<file path="config.mk">
export PLATFORM = sky130hd
export DESIGN_NAME = alu_muldiv_iter
export DESIGN_NICKNAME = d
export VERILOG_FILES = /design/src/rtl/alu_muldiv_iter.sv
export SDC_FILE = /design/constraint.sdc
export NUM_CORES = 2
export LEC_CHECK = 0
export ABC_CLOCK_PERIOD_IN_PS = 12700
export CAP_MARGIN = 20
export CORE_MARGIN = 4
export CORE_UTILIZATION = 30
export CTS_CLUSTER_DIAMETER = 30
export DETAILED_ROUTE_END_ITERATION = 10
export SYNTH_ARGS = -nofsm -noshare
export SYNTH_HDL_FRONTEND = slang
export SYNTH_SLANG_ARGS = --single-unit
</file>
<file path="constraint.sdc">
create_clock -name clk -period 12.7 [get_ports clk]
set_input_delay 2.54 -clock clk [delete_from_list [all_inputs] [get_ports clk]]
set_output_delay 2.54 -clock clk [all_outputs]
set_load 0.1 [all_outputs]
</file>
<file path="src/rtl/alu_muldiv_iter.sv">
// Integer execute unit: single-cycle RV32I/RV64I ALU ops plus iterative M-extension
// multiply (shift-add) and divide (restoring), with valid/ready handshake and flush.
module alu_muldiv_iter #(
    parameter int unsigned XLEN = 32
) (
    input  logic            clk,
    input  logic            rst_n,
    input  logic            flush,
    input  logic            in_valid,
    output logic            in_ready,
    input  logic [XLEN-1:0] ReadData1,
    input  logic [XLEN-1:0] ReadData2,
    input  logic [XLEN-1:0] imm,
    input  logic            ALUSrc,
    input  logic [2:0]      funct3,
    input  logic [6:0]      funct7,
    input  logic            is_imm_op,
    output logic            out_valid,
    input  logic            out_ready,
    output logic [XLEN-1:0] ALUResult,
    output logic            zero
);

    localparam int unsigned SHW = $clog2(XLEN);
    localparam int unsigned DW  = 2 * XLEN;
    localparam logic [XLEN-1:0] MOST_NEG = {1'b1, {(XLEN-1){1'b0}}};
    localparam logic [SHW-1:0]  LAST_STEP = SHW'(XLEN - 1);

    typedef enum logic [1:0] {
        S_IDLE,
        S_MUL,
        S_DIV,
        S_DONE
    } state_t;

    state_t          r_state, w_state_nxt;
    logic [SHW-1:0]  r_cnt, w_cnt_nxt;
    logic [XLEN-1:0] r_hi, w_hi_nxt;
    logic [XLEN-1:0] r_lo, w_lo_nxt;
    logic [XLEN-1:0] r_opnd, w_opnd_nxt;
    logic            r_neg_a, w_neg_a_nxt;
    logic            r_neg_b, w_neg_b_nxt;
    logic            r_sel, w_sel_nxt;
    logic [XLEN-1:0] r_result, w_result_nxt;
    logic            r_zero, w_zero_nxt;
    logic            r_out_valid, w_out_valid_nxt;

    logic [XLEN-1:0] w_op2;
    logic [SHW-1:0]  w_shamt;
    logic            w_accept;
    logic            w_f7_plain;
    logic            w_is_m;
    logic [XLEN-1:0] w_base_res;

    logic            w_a_sgn, w_b_sgn;
    logic [XLEN-1:0] w_a_mag, w_b_mag;
    logic            w_div_zero, w_div_ovf;

    logic [XLEN:0]   w_mul_sum;
    logic [XLEN-1:0] w_mul_hi, w_mul_lo;
    logic [DW-1:0]   w_prod, w_prod_fix;
    logic [XLEN-1:0] w_mul_res;

    logic [XLEN:0]   w_div_shift;
    logic            w_div_ge;
    logic [XLEN-1:0] w_div_hi, w_div_lo;
    logic [XLEN-1:0] w_quo_fix, w_rem_fix, w_div_res;

    assign in_ready   = (r_state == S_IDLE);
    assign out_valid  = r_out_valid;
    assign ALUResult  = r_result;
    assign zero       = r_zero;

    assign w_op2      = ALUSrc ? imm : ReadData2;
    assign w_shamt    = w_op2[SHW-1:0];
    assign w_accept   = in_valid & in_ready & ~flush;
    assign w_f7_plain = is_imm_op | (funct7 == 7'b0000000);
    assign w_is_m     = ~is_imm_op & (funct7 == 7'b0000001);

    // Operand signedness: div ops signed when funct3[0]=0; MULHSU treats rs2 unsigned, MULHU both.
    assign w_a_sgn = ReadData1[XLEN-1] & (funct3[2] ? ~funct3[0] : (funct3 != 3'b011));
    assign w_b_sgn = w_op2[XLEN-1]     & (funct3[2] ? ~funct3[0] : ~funct3[1]);
    assign w_a_mag = w_a_sgn ? (-ReadData1) : ReadData1;
    assign w_b_mag = w_b_sgn ? (-w_op2) : w_op2;
    assign w_div_zero = (w_op2 == '0);
    assign w_div_ovf  = ~funct3[0] & (ReadData1 == MOST_NEG) & (w_op2 == '1);

    // Shift-add step: hi accumulates, lo holds remaining multiplier bits then product low half.
    assign w_mul_sum  = {1'b0, r_hi} + {1'b0, (r_lo[0] ? r_opnd : {XLEN{1'b0}})};
    assign w_mul_hi   = w_mul_sum[XLEN:1];
    assign w_mul_lo   = {w_mul_sum[0], r_lo[XLEN-1:1]};
    assign w_prod     = {w_mul_hi, w_mul_lo};
    assign w_prod_fix = r_neg_a ? (-w_prod) : w_prod;
    assign w_mul_res  = r_sel ? w_prod_fix[DW-1:XLEN] : w_prod_fix[XLEN-1:0];

    // Restoring step: hi is partial remainder, lo shifts dividend out and quotient in.
    assign w_div_shift = {r_hi, r_lo[XLEN-1]};
    assign w_div_ge    = (w_div_shift >= {1'b0, r_opnd});
    assign w_div_hi    = w_div_ge ? (w_div_shift[XLEN-1:0] - r_opnd) : w_div_shift[XLEN-1:0];
    assign w_div_lo    = {r_lo[XLEN-2:0], w_div_ge};
    assign w_quo_fix   = r_neg_a ? (-w_div_lo) : w_div_lo;
    assign w_rem_fix   = r_neg_b ? (-w_div_hi) : w_div_hi;
    assign w_div_res   = r_sel ? w_rem_fix : w_quo_fix;

    always_comb begin
        w_base_res = '0;
        case (funct3)
            3'b000: begin
                if (w_f7_plain)                    w_base_res = ReadData1 + w_op2;
                else if (funct7 == 7'b0100000)     w_base_res = ReadData1 - w_op2;
            end
            3'b001: if (w_f7_plain) w_base_res = ReadData1 << w_shamt;
            3'b010: if (w_f7_plain)
                w_base_res = {{(XLEN-1){1'b0}}, ($signed(ReadData1) < $signed(w_op2))};
            3'b011: if (w_f7_plain)
                w_base_res = {{(XLEN-1){1'b0}}, (ReadData1 < w_op2)};
            3'b100: if (w_f7_plain) w_base_res = ReadData1 ^ w_op2;
            3'b101: begin
                if (is_imm_op ? funct7[5] : (funct7 == 7'b0100000))
                    w_base_res = $unsigned($signed(ReadData1) >>> w_shamt);
                else if (w_f7_plain)
                    w_base_res = ReadData1 >> w_shamt;
            end
            3'b110: if (w_f7_plain) w_base_res = ReadData1 | w_op2;
            3'b111: if (w_f7_plain) w_base_res = ReadData1 & w_op2;
            default: w_base_res = '0;
        endcase
    end

    // Next-state and datapath control.
    always_comb begin
        w_state_nxt  = r_state;
        w_cnt_nxt    = r_cnt;
        w_hi_nxt     = r_hi;
        w_lo_nxt     = r_lo;
        w_opnd_nxt   = r_opnd;
        w_neg_a_nxt  = r_neg_a;
        w_neg_b_nxt  = r_neg_b;
        w_sel_nxt    = r_sel;
        w_result_nxt = r_result;

        case (r_state)
            S_IDLE: begin
                if (w_accept) begin
                    w_cnt_nxt = '0;
                    if (!w_is_m) begin
                        w_result_nxt = w_base_res;
                        w_state_nxt  = S_DONE;
                    end else if (!funct3[2]) begin
                        w_hi_nxt    = '0;
                        w_lo_nxt    = w_b_mag;
                        w_opnd_nxt  = w_a_mag;
                        w_neg_a_nxt = w_a_sgn ^ w_b_sgn;
                        w_sel_nxt   = (funct3 != 3'b000);
                        w_state_nxt = S_MUL;
                    end else if (w_div_zero) begin
                        w_result_nxt = funct3[1] ? ReadData1 : '1;
                        w_state_nxt  = S_DONE;
                    end else if (w_div_ovf) begin
                        w_result_nxt = funct3[1] ? '0 : MOST_NEG;
                        w_state_nxt  = S_DONE;
                    end else begin
                        w_hi_nxt    = '0;
                        w_lo_nxt    = w_a_mag;
                        w_opnd_nxt  = w_b_mag;
                        w_neg_a_nxt = w_a_sgn ^ w_b_sgn;
                        w_neg_b_nxt = w_a_sgn;
                        w_sel_nxt   = funct3[1];
                        w_state_nxt = S_DIV;
                    end
                end
            end
            S_MUL: begin
                w_cnt_nxt = r_cnt + SHW'(1);
                w_hi_nxt  = w_mul_hi;
                w_lo_nxt  = w_mul_lo;
                if (r_cnt == LAST_STEP) begin
                    w_result_nxt = w_mul_res;
                    w_state_nxt  = S_DONE;
                end
            end
            S_DIV: begin
                w_cnt_nxt = r_cnt + SHW'(1);
                w_hi_nxt  = w_div_hi;
                w_lo_nxt  = w_div_lo;
                if (r_cnt == LAST_STEP) begin
                    w_result_nxt = w_div_res;
                    w_state_nxt  = S_DONE;
                end
            end
            S_DONE: begin
                if (out_ready) w_state_nxt = S_IDLE;
            end
            default: w_state_nxt = S_IDLE;
        endcase

        if (flush) begin
            w_state_nxt = S_IDLE;
            w_cnt_nxt   = '0;
        end

        w_zero_nxt      = (w_result_nxt == '0);
        w_out_valid_nxt = (w_state_nxt == S_DONE);
    end

    always_ff @(posedge clk) begin
        if (!rst_n) begin
            r_state     <= S_IDLE;
            r_cnt       <= '0;
            r_hi        <= '0;
            r_lo        <= '0;
            r_opnd      <= '0;
            r_neg_a     <= 1'b0;
            r_neg_b     <= 1'b0;
            r_sel       <= 1'b0;
            r_result    <= '0;
            r_zero      <= 1'b0;
            r_out_valid <= 1'b0;
        end else begin
            r_state     <= w_state_nxt;
            r_cnt       <= w_cnt_nxt;
            r_hi        <= w_hi_nxt;
            r_lo        <= w_lo_nxt;
            r_opnd      <= w_opnd_nxt;
            r_neg_a     <= w_neg_a_nxt;
            r_neg_b     <= w_neg_b_nxt;
            r_sel       <= w_sel_nxt;
            r_result    <= w_result_nxt;
            r_zero      <= w_zero_nxt;
            r_out_valid <= w_out_valid_nxt;
        end
    end

endmodule

</file>
==> summary.md <==
| Metric | Value |
|---|---|
| # port buffers | 147 |
| Die Ht | 321 µm |
| Setup crit end kind | register |
| RSZ-0062 raised after global routing | no |
| Row cnt | 114 |
| Tcrit/Tclk final | 69.6% |
| DR iter-0 viols | 6536 |
| PD cells | 66.8 nW/µm² |
| Mapped Area | 29300 µm² |
| Final setup margin | 3.86 ns |
| First-pass GRT wire length | 240000 µm |
| Share of post-route cells with drive strength above 1 | 7.20% |
| Setup TNS | 0 ns |
| Most frequent cells in the layout | nor2_1 (469), nand2_1 (408), a21oi_1 (333) |
| Routed len/inst | 30.3 µm |
| Most common cell after layout, fill and taps aside | nor2_1 |
| CTS tree | built |
| CP bufs+invs | 7 |
| Clock sinks | 140 |
| Routed via count | 37900 |
| Placed cell areas | 32000 µm² |
| Mean Syn Cell Area | 6.74 µm² |
| Total Die Area | 103000 µm² |
| TritonRoute pass-1 iters | 9 |
| Startpoint types | primary input |
| Ys async rst share | 0% |
| Antenna violations before repair | 11 |
| Max VDD drop | 0.000103 V |
| Post-CTS Setup Bufs | 0 |
| Vias/cell | 6.80 |
| Final Net Count | 4570 |
| Area overhead of the layout relative to synthesis | 11.2% |
| Most used DFF post-synth | dfxtp_1 |
| H-tree levels | 4 |
| DP Wirelength | 130000 µm |
| Total core area | 96900 µm² |
| Synth cell types | 103 |
| Leakage Power | 12.1 nW |
| Peak Freq | 0.113 GHz |
| Least-Margin Pin Slew | 1.25 ns |
| Crit-path most repeated cell | buf_4 |
| Total power | 2.18 mW |
| GR Overflow Total | 0 |
| Finished Cell Area | 32600 µm² |
| Final WL | 169000 µm |
| Initial core utilization | 30.3% |
| Minimum clock period | 8.84 ns |
| Worst-path fanout max | 68 |
| I/O pin count | 148 |
| Vias in the first global route | 34200 |
| Max Cap Viol | 0 |
| Pre-CTS setup slack | 3.61 ns |
| R2r setup slk | 4.51 ns |
| Crit path cell chain | buf_2, buf_4, mux2i_4, buf_4, inv_2, buf_4, buf_4, ha_1, fa_1, o21bai_1, a21oi_1, o221ai_1, o41ai_1, buf_4, o41ai_1, a21oi_1, o311ai_0, and3_1, and3_1, nand4_1, nor4_1, nand4_1, nor4_2 |
| Top cell family by delay on the critical path | compound AO/OA/AOI/OAI gates |
| Cells after DPL | 5534 |
| Final setup fails | 0 |
| Critical path arrival | 9.21 ns |
| Max clock buf depth | 2 |
| Cts bufs inserted | 17 |
| Clk slew on worst S/H paths | 0.07 ns |
| # DRC | 0 |
| Syn nets | 4644 |
| Post-synthesis cell count | 4353 |
| RD Place Congestion | 1.10 |
| Overall Global Routing Usage | 31.0% |
| Hold Path Class | reg2reg |
| Worst EP required | 13.08 ns |
| DIE WIDTH | 321 µm |
| Antenna viol nets, final | 0 |
| YS warnings | 0 |
| Seq/Total Area, Yosys | 9.55% |
| CTS resizes | 0 |
| Worst skew pair latency | 0.47 ns |
| Status | complete, no violations |
| #FFs+latches synth | 140 |
| Number of synthesized flops with an enable pin | 0 |
| Clk_skew | 0.0187 ns |
| Slew HR | 16.1% |
| Max-slew violation count | 0 |
| Cts hold-fix bufs | 0 |
| Non-Filler Instances | 5570 |
| Peak per-stage delay on the critical path | 0.66 ns |
| CTS root buf | clkbuf_16 |
| Largest net degree at the start of global routing | 90 |
| Final hold violation count | 0 |
| Crit-path slowest cell | buf_4 |
| Crit path kind | in2reg |
## report_power, final
part	internal, mW	total, mW	switching (mW)
registers	0.449	0.481	0.0319
logic	0.354	1.14	0.784
clock network	0.316	0.561	0.244
total	1.12	2.18	1.06
## per-layer routing
layer  up-vias  part of all wire [%]  track usage [%]
li1      16300                     -                -
met3       603                    13             7.84
met1     17900                    38             40.1
met5         -                 0.027                0
met2      3070                    41             46.5
met4         4                   7.4             18.3
## worst register-to-register path: cells and delay by family, from the launching register on
kind,cells,cell delay [ns]
compound gates,3,0.93
buf+inv,4,1.02
mux,1,0.44
xor+xnor,1,0.28
flops,1,0.43
simple gates,12,4.27
fa+ha+maj,2,0.76
## sequential cells by signal, indices dropped and copies added, names as in the netlist
register / cells
ALUResult: 32
r_hi: 32
r_lo: 32
r_opnd: 32
r_cnt: 5
r_state: 2
out_valid: 1
r_neg_a: 1
r_neg_b: 1
r_sel: 1
zero: 1
## cell families after synthesis
logic type / synth area share [%]
multiplexers: 7.93
flip-flops: 9.55
XOR/XNOR: 5.85
adder cells (fa/ha/maj): 7.69
buffers and inverters: 7.16
AO/OA/AOI/OAI: 36.1
AND/OR/NAND/NOR: 25.7
## per-stage QoR
| stage | utilization [%] | hold slack, ns |
|---|---|---|
| 3_5_place_dp | 33.0 | 0.489 |
| 3_3_place_gp | 33.0 | 0.475 |
| 2_1_floorplan | - | 0.432 |
| 6_report | 33.7 | 0.497 |
| 5_1_grt | 33.7 | 0.525 |
| 4_1_cts | 33.7 | 0.505 |
## Yosys cell counts, drive strengths merged (21+ instances only)
cell	instances	share of area [%]
nand4	60	1.3
or2	28	0.60
o221ai	21	0.63
mux4	37	2.8
nor2b	23	0.49
o211ai	67	1.7
nor2	471	6.0
nand2	410	5.2
or4	37	0.95
a21o	34	0.87
o21a	32	0.82
o31ai	64	1.6
a21oi	338	5.8
o22ai	39	0.83
xnor2	144	4.3
a22oi	111	2.8
buf	61	0.99
nand3	104	1.8
nor3	122	2.1
a211oi	160	4.2
o2111ai	23	0.69
inv	177	2.3
or3	50	1.1
a211o	24	0.72
mux2i	133	4.6
clkbuf	299	3.8
and2	53	1.1
ha	174	7.4
a31oi	58	1.2
xor2	52	1.6
dfxtp	140	9.6
o21ai	279	4.8
a221oi	25	0.83
nand2b	32	0.68
and3	37	0.79
nor4	60	1.3
## path summary, 6_finish.rpt
| path | start | endpoint | cells after the start |
|---|---|---|---|
| setup / recovery | ALUSrc | zero | 23 |
| hold / removal | r_opnd[22] | r_opnd[22] | 2 |
| setup reg to reg | r_opnd[21] | zero | 23 |
| hold reg to reg | r_opnd[22] | r_opnd[22] | 2 |
## layout make-up
type                            instances  area [µm²]
Antenna cell                            2        5.00
Clock buffer                           17         425
Clock inverter                         15         198
Fill cell                           10600       64200
Inverter                              183         688
Multi-Input combinational cell       3670       24600
Sequential cell                       140        2800
Tap cell                             1276        1600
Timing Repair Buffer                  267        2350
(Power assumes the default switching activity.)
